[src/rtl/fmsynth_pkg.sv]
// Shared types and constants for the fmsynth command sequencer.
// The command entry packs {delay, addr, data} into 56 bits, with the delay in the MSBs.
package fmsynth_pkg;

    localparam int ENTRY_W = 56;

    localparam logic [7:0] FM_CH_BASE = 8'h60;
    localparam logic [7:0] FM_OP_BASE = 8'h80;

    typedef struct packed {
        logic [15:0] delay;
        logic [7:0]  addr;
        logic [31:0] data;
    } cmd_entry_t;

    typedef enum logic [1:0] {
        ST_IDLE  = 2'd0,
        ST_DELAY = 2'd1,
        ST_WRITE = 2'd2
    } seq_state_t;

endpackage

[src/rtl/fmsynth_cmd_fifo.sv]
// Show-ahead command FIFO with a synchronous clear and registered occupancy.
// A push while full is dropped, even when a pop happens in the same cycle.
module fmsynth_cmd_fifo #(
    parameter int WIDTH = 56,
    parameter int DEPTH = 16
) (
    input  logic                     clk,
    input  logic                     reset_n,
    input  logic                     clear,
    input  logic                     push,
    input  logic                     pop,
    input  logic [WIDTH-1:0]         wdata,
    output logic [WIDTH-1:0]         rdata,
    output logic                     full,
    output logic                     empty,
    output logic [$clog2(DEPTH):0]   level
);

    localparam int AW = $clog2(DEPTH);

    logic [WIDTH-1:0] mem [DEPTH];
    logic [AW-1:0]    wr_ptr;
    logic [AW-1:0]    rd_ptr;
    logic [AW:0]      count;
    logic             do_push;
    logic             do_pop;

    assign do_push = push && !full;
    assign do_pop  = pop && !empty;

    // NOTE: the storage array has no reset; only the pointers and count define which entries are valid.
    always_ff @(posedge clk) begin
        if (do_push && !clear) begin
            mem[wr_ptr] <= wdata;
        end
    end

    always_ff @(posedge clk or negedge reset_n) begin
        if (!reset_n) begin
            wr_ptr <= '0;
            rd_ptr <= '0;
            count  <= '0;
        end else if (clear) begin
            wr_ptr <= '0;
            rd_ptr <= '0;
            count  <= '0;
        end else begin
            if (do_push) wr_ptr <= wr_ptr + AW'(1);
            if (do_pop)  rd_ptr <= rd_ptr + AW'(1);
            if (do_push && !do_pop)      count <= count + (AW+1)'(1);
            else if (!do_push && do_pop) count <= count - (AW+1)'(1);
        end
    end

    assign rdata = mem[rd_ptr];
    assign full  = (count == (AW+1)'(DEPTH));
    assign empty = (count == '0);
    assign level = count;

endmodule

[src/rtl/fmsynth_sequencer.sv]
// Timed register-write sequencer: replays queued {delay, addr, data} commands
// onto the fmsynth register bus after a per-command tick delay.
module fmsynth_sequencer
    import fmsynth_pkg::*;
#(
    parameter int DEPTH    = 16,
    parameter int TICK_DIV = 28636
) (
    input  logic                     clk,
    input  logic                     reset_n,
    input  logic                     cmd_wr,
    input  logic [15:0]              cmd_delay,
    input  logic [7:0]               cmd_addr,
    input  logic [31:0]              cmd_data,
    output logic                     cmd_full,
    output logic [$clog2(DEPTH):0]   cmd_level,
    output logic                     overflow,
    input  logic                     flush,
    input  logic                     pause,
    output logic                     busy,
    output logic [7:0]               fm_addr,
    output logic [31:0]              fm_wrdata,
    output logic                     fm_wren,
    input  logic                     fm_wait
);

    localparam int PW = (TICK_DIV > 1) ? $clog2(TICK_DIV) : 1;

    seq_state_t  state, state_next;
    cmd_entry_t  push_entry, head, hold;
    logic [15:0] delay_cnt;
    logic [PW-1:0] presc;
    logic        flush_pend;
    logic        fifo_push, fifo_pop, fifo_clear, fifo_empty;
    logic        load_cmd, tick;

    // A push in the same cycle as flush is discarded.
    assign fifo_push  = cmd_wr && !flush;
    assign push_entry = '{delay: cmd_delay, addr: cmd_addr, data: cmd_data};

    fmsynth_cmd_fifo #(
        .WIDTH (ENTRY_W),
        .DEPTH (DEPTH)
    ) u_fifo (
        .clk     (clk),
        .reset_n (reset_n),
        .clear   (fifo_clear),
        .push    (fifo_push),
        .pop     (fifo_pop),
        .wdata   (push_entry),
        .rdata   (head),
        .full    (cmd_full),
        .empty   (fifo_empty),
        .level   (cmd_level)
    );

    // NOTE: every signal written here gets a default first so no latch can be inferred.
    always_comb begin
        state_next = state;
        fifo_pop   = 1'b0;
        fifo_clear = 1'b0;
        load_cmd   = 1'b0;
        tick       = 1'b0;
        fm_wren    = 1'b0;
        case (state)
            ST_IDLE: begin
                if (flush) begin
                    fifo_clear = 1'b1;
                end else if (!fifo_empty && !pause) begin
                    fifo_pop   = 1'b1;
                    load_cmd   = 1'b1;
                    state_next = (head.delay == 16'd0) ? ST_WRITE : ST_DELAY;
                end
            end
            ST_DELAY: begin
                if (flush) begin
                    fifo_clear = 1'b1;
                    state_next = ST_IDLE;
                end else if (!pause && presc == PW'(TICK_DIV - 1)) begin
                    tick = 1'b1;
                    if (delay_cnt == 16'd1) state_next = ST_WRITE;
                end
            end
            ST_WRITE: begin
                fm_wren = 1'b1;
                if (!fm_wait) begin
                    state_next = ST_IDLE;
                    // A flush seen during the write takes effect as the write completes.
                    fifo_clear = flush || flush_pend;
                end
            end
            default: state_next = ST_IDLE;
        endcase
    end

    always_ff @(posedge clk or negedge reset_n) begin
        if (!reset_n) begin
            state      <= ST_IDLE;
            hold       <= '0;
            delay_cnt  <= '0;
            presc      <= '0;
            flush_pend <= 1'b0;
            overflow   <= 1'b0;
            fm_addr    <= '0;
            fm_wrdata  <= '0;
        end else begin
            state <= state_next;

            if (load_cmd) begin
                hold      <= head;
                delay_cnt <= head.delay;
                presc     <= '0;
            end else if (state == ST_DELAY && !pause && !flush) begin
                if (tick) begin
                    presc     <= '0;
                    delay_cnt <= delay_cnt - 16'd1;
                end else begin
                    presc <= presc + PW'(1);
                end
            end

            // Bus address/data change only on entry to WRITE and hold otherwise.
            if (state_next == ST_WRITE && state != ST_WRITE) begin
                fm_addr   <= (state == ST_IDLE) ? head.addr : hold.addr;
                fm_wrdata <= (state == ST_IDLE) ? head.data : hold.data;
            end

            if (fifo_clear)                      flush_pend <= 1'b0;
            else if (state == ST_WRITE && flush) flush_pend <= 1'b1;

            if (fifo_clear)                      overflow <= 1'b0;
            else if (fifo_push && cmd_full)      overflow <= 1'b1;
        end
    end

    assign busy = (state != ST_IDLE) || !fifo_empty;

endmodule

[config.mk]
export PLATFORM = sky130hd
export DESIGN_NAME = fmsynth_sequencer
export DESIGN_NICKNAME = d
export VERILOG_FILES = /design/src/rtl/fmsynth_pkg.sv /design/src/rtl/fmsynth_cmd_fifo.sv /design/src/rtl/fmsynth_sequencer.sv
export SDC_FILE = /design/constraint.sdc
export NUM_CORES = 1
export LEC_CHECK = 0
export BUFFER_PORTS_ARGS = -buffer_cell sky130_fd_sc_hd__buf_2
export CAP_MARGIN = 20
export CORE_AREA = 2 2 331 251
export DETAILED_ROUTE_END_ITERATION = 12
export DIE_AREA = 0 0 333 253
export GPL_TIMING_DRIVEN = 0
export PLACE_DENSITY = 0.65
export SETUP_SLACK_MARGIN = 0.2
export SLEW_MARGIN = 10
export SYNTH_ARGS = -nofsm -noshare
export SYNTH_HDL_FRONTEND = slang
export SYNTH_HIERARCHICAL = 1
export SYNTH_SLANG_ARGS = --single-unit
[constraint.sdc]
create_clock -name clk -period 19.9 [get_ports clk]
set_clock_uncertainty 0.15 [all_clocks]
set_input_delay 1.99 -clock clk [delete_from_list [all_inputs] [get_ports clk]]
set_output_delay 1.99 -clock clk [all_outputs]
set_load 0.1 [all_outputs]
==> results.ini <==
[status]
outcome=finished, final reports clean

[global_route]
grt_usage_pct=23.34
grt_max_degree=73
globalRouteOverflowTotal=0
grt_antenna_before_repair=6
grt_pass1_vias=20520
grt_pass1_wl_um=141100

[critical_path]
r2r_setup_slack_ns=14.30
arrival_ns=6.11
worst-path-stages=15
worstPathRequired_ns=20.30
worst-setup-path-type=in -> reg
reg2reg_depth=17
start_kind=input port
cp_slowest_cell=buf_1
endpoint_kind=flop
slowest_delay_ns=0.67
critPathMaxFanout=10
crit_family=buffers and inverters
crit_buf_inv=6
cp_cell_sequence=buf_2, nor3_1, nand2_1, clkinv_1, clkbuf_1, buf_8, buf_1, clkbuf_1, o41ai_1, nand2_1, ha_1, a21oi_1, a21oi_1, a311o_1, a31oi_1

[cells_and_area]
fillers=5918
multiInputGateArea_um2=9709
register_area_um2=30110
drive_gt1_share_pct=34.52
final_nets=2290
area_growth_pct=15.74

[floorplanning]
start_util_pct=49.59
die_h_um=253
die-area_um2=84250
core_area_um2=81300
rows=91
pin_count=111
dieWidth_um=333

[yosys]
async_flop_share_pct=12.50
avgSynthCellArea_um2=21.25
synthCells=1897
syn_nets=1972
synth_ff_type=edfxtp_1
synth_top_area_share_pct=66.74
synth_most_common_cell=edfxtp_1
synth_cell_types=66
synth_area_leaders=edfxtp_1 67%, mux4_2 16%, dfrtp_1 7.9%
synthTopCellsByCount=896 x edfxtp_1, 280 x mux4_2, 147 x nand2_1
yosysWarnings=6
synth_top_cell_by_area=edfxtp_1
synth_edf_count=896
ys_ff_latch=1024
yosysSeqAreaShare_pct=74.69
netlist_area_um2=40310

[cts]
post_cts_resized=0
clockBufferDepth=3
cts_buffers=96
postCtsSetupBuffers=0
cts_tree=yes
clk_pin_slew_ns=0.06
holdBufCountCts=0
cts_sinks=1024
htreeDepth=3
clock_latency_ns=0.65
root_buffer=clkbuf_16

[timing]
setup_viol=0
post-route-worst-setup-slack_ns=14.20
max-slew-margin-rel_pct=30.97
finalCritPeriodShare_pct=28.66
finalHoldViolCount=0
min_period_ns=5.703
tightest_slew_ns=1.026
finalMaxSlewViolations=0
setup_tns_ns=0
rsz0062_at_grt=false
fmax_ghz=0.1753

[worst_hold_path]
hold_class=reg -> reg
min_path_cells=2

[placed_design]
post-dp-hpwl_um=63820
port_buffers=110
gp_congestion=0.8306
place_ws_ns=13.62

[power_and_ir_drop]
p_leak_uw=0.01556
ir_drop_mv=0.06729
powerDensity_nw_per_um2=105.1

[routing]
drtIter0Drc=2169
ant_nets=0
vias=20430
wirelength_um=96510
post-route-drc-count=0
first_pass_iters=6
viasPerCell=6.073
wire_per_inst_um=28.68

[run]
maxCapViolCount=0

layout by cell type, fill, tap and decap left out, types with 5 or more instances in the layout:
cell type    n
a21oi_1     20
a31oi_1     10
buf_1       13
buf_12      19
buf_16       6
buf_2      127
buf_4       58
buf_6       41
clkbuf_1    70
clkbuf_16   97
clkbuf_8    16
clkinv_1    10
clkinv_2    17
dfrtp_1    128
edfxtp_1   896
ha_1        12
inv_1       10
mux2_2      45
mux2_4      39
mux4_2     280
nand2_1    147
nand2b_1     5
nand3_1     17
nor2_1      35
nor2_4       8
nor2b_1      5
nor3_1       9
nor3_2       5
nor4_1      16
o21ai_0     20
or3_1        6
xnor2_1      5
xor2_1       7
registers in the layout, indices dropped and copies added, names as in the netlist:
signal,cells
delay_cnt,16
u_fifo/wr_ptr,4
hold,40
u_fifo/mem,896
state,2
flush_pend,1
fm_addr,8
u_fifo/level,5
overflow,1
presc,15
fm_wrdata,32
u_fifo/rd_ptr,4
through the flow:
| step | cells | hold slack, ns | utilization, % | cell area, um2 | power (uW) |
|---|---|---|---|---|---|
| after floorplan | 1897 | 0.2918 | - | 40310 | 2952 |
| after global placement | 3076 | 0.3042 | 51.91 | 42200 | 3139 |
| after detailed placement | 3185 | 0.3093 | 53.61 | 43580 | 3165 |
| after CTS | 3362 | 0.3248 | 57.38 | 46640 | 4940 |
| after global routing | 3363 | 0.3402 | 57.39 | 46650 | 5074 |
| final | 3365 | 0.3234 | 57.40 | 46660 | 4903 |
where the power goes:
| part | switching, uW | internal [uW] |
|---|---|---|
| Clock | 779 | 1000 |
| Combinational | 374 | 290 |
| Sequential | 52.4 | 2400 |
worst register-to-register path, cell delays in order (launching register included):
cell and delay [ns]:
dfrtp_1 0.46, or4_1 0.54, clkbuf_1 0.29, nor2_1 0.47, nor3_1 0.08, nand2_1 0.10, clkinv_1 0.21, clkbuf_1 0.36
buf_8 0.26, buf_1 0.39, clkbuf_1 0.38, o41ai_1 0.18, nand2_1 0.25, fa_1 0.53, a21o_1 0.20, a2111oi_0 0.40
o21ai_0 0.13, a31oi_1 0.14
path summary, 6_finish.rpt:
kind                                 start         endpoint
min                               hold[17]         hold[17]
min reg2reg                       hold[17]         hold[17]
min in group asynchronous          reset_n         presc[1]
max in group asynchronous          reset_n         hold[27]
max                                  flush  u_fifo/level[4]
max reg2reg                u_fifo/level[1]  u_fifo/level[4]
layer usage:
| metal | part of all wire [%] | track usage (%) | vias to the layer above |
|---|---|---|---|
| met4 | 1.6 | 4.551 | 8 |
| met1 | 43 | 34.80 | 10960 |
| met2 | 46 | 35.63 | 881 |
| met5 | 0.051 | 0 | - |
| li1 | - | - | 8471 |
| met3 | 8.9 | 5.621 | 118 |
cells by family after synthesis:
kind of cell	share of synthesized area, %
DFF	74.69
muxes	18.40
and+or+nand+nor	3.209
buffers and inverters	1.487
AOI/OAI and AO/OA	1.533
adders and majority gates	0.4221
xor gates and xnor gates	0.2607
final cells by class:
cell class                 instances  share of cell area (%)
multi-input combinational        765                   20.81
clock inverter                    42                  0.7535
tap                             1069                   2.867
sequential                      1024                   64.53
clock buffer                     135                   5.808
timing repair buffer             220                   3.939
inverter                          11                 0.08849
buffer                            97                   1.196
antenna                            2                 0.01073
(Power assumes the default switching activity.)
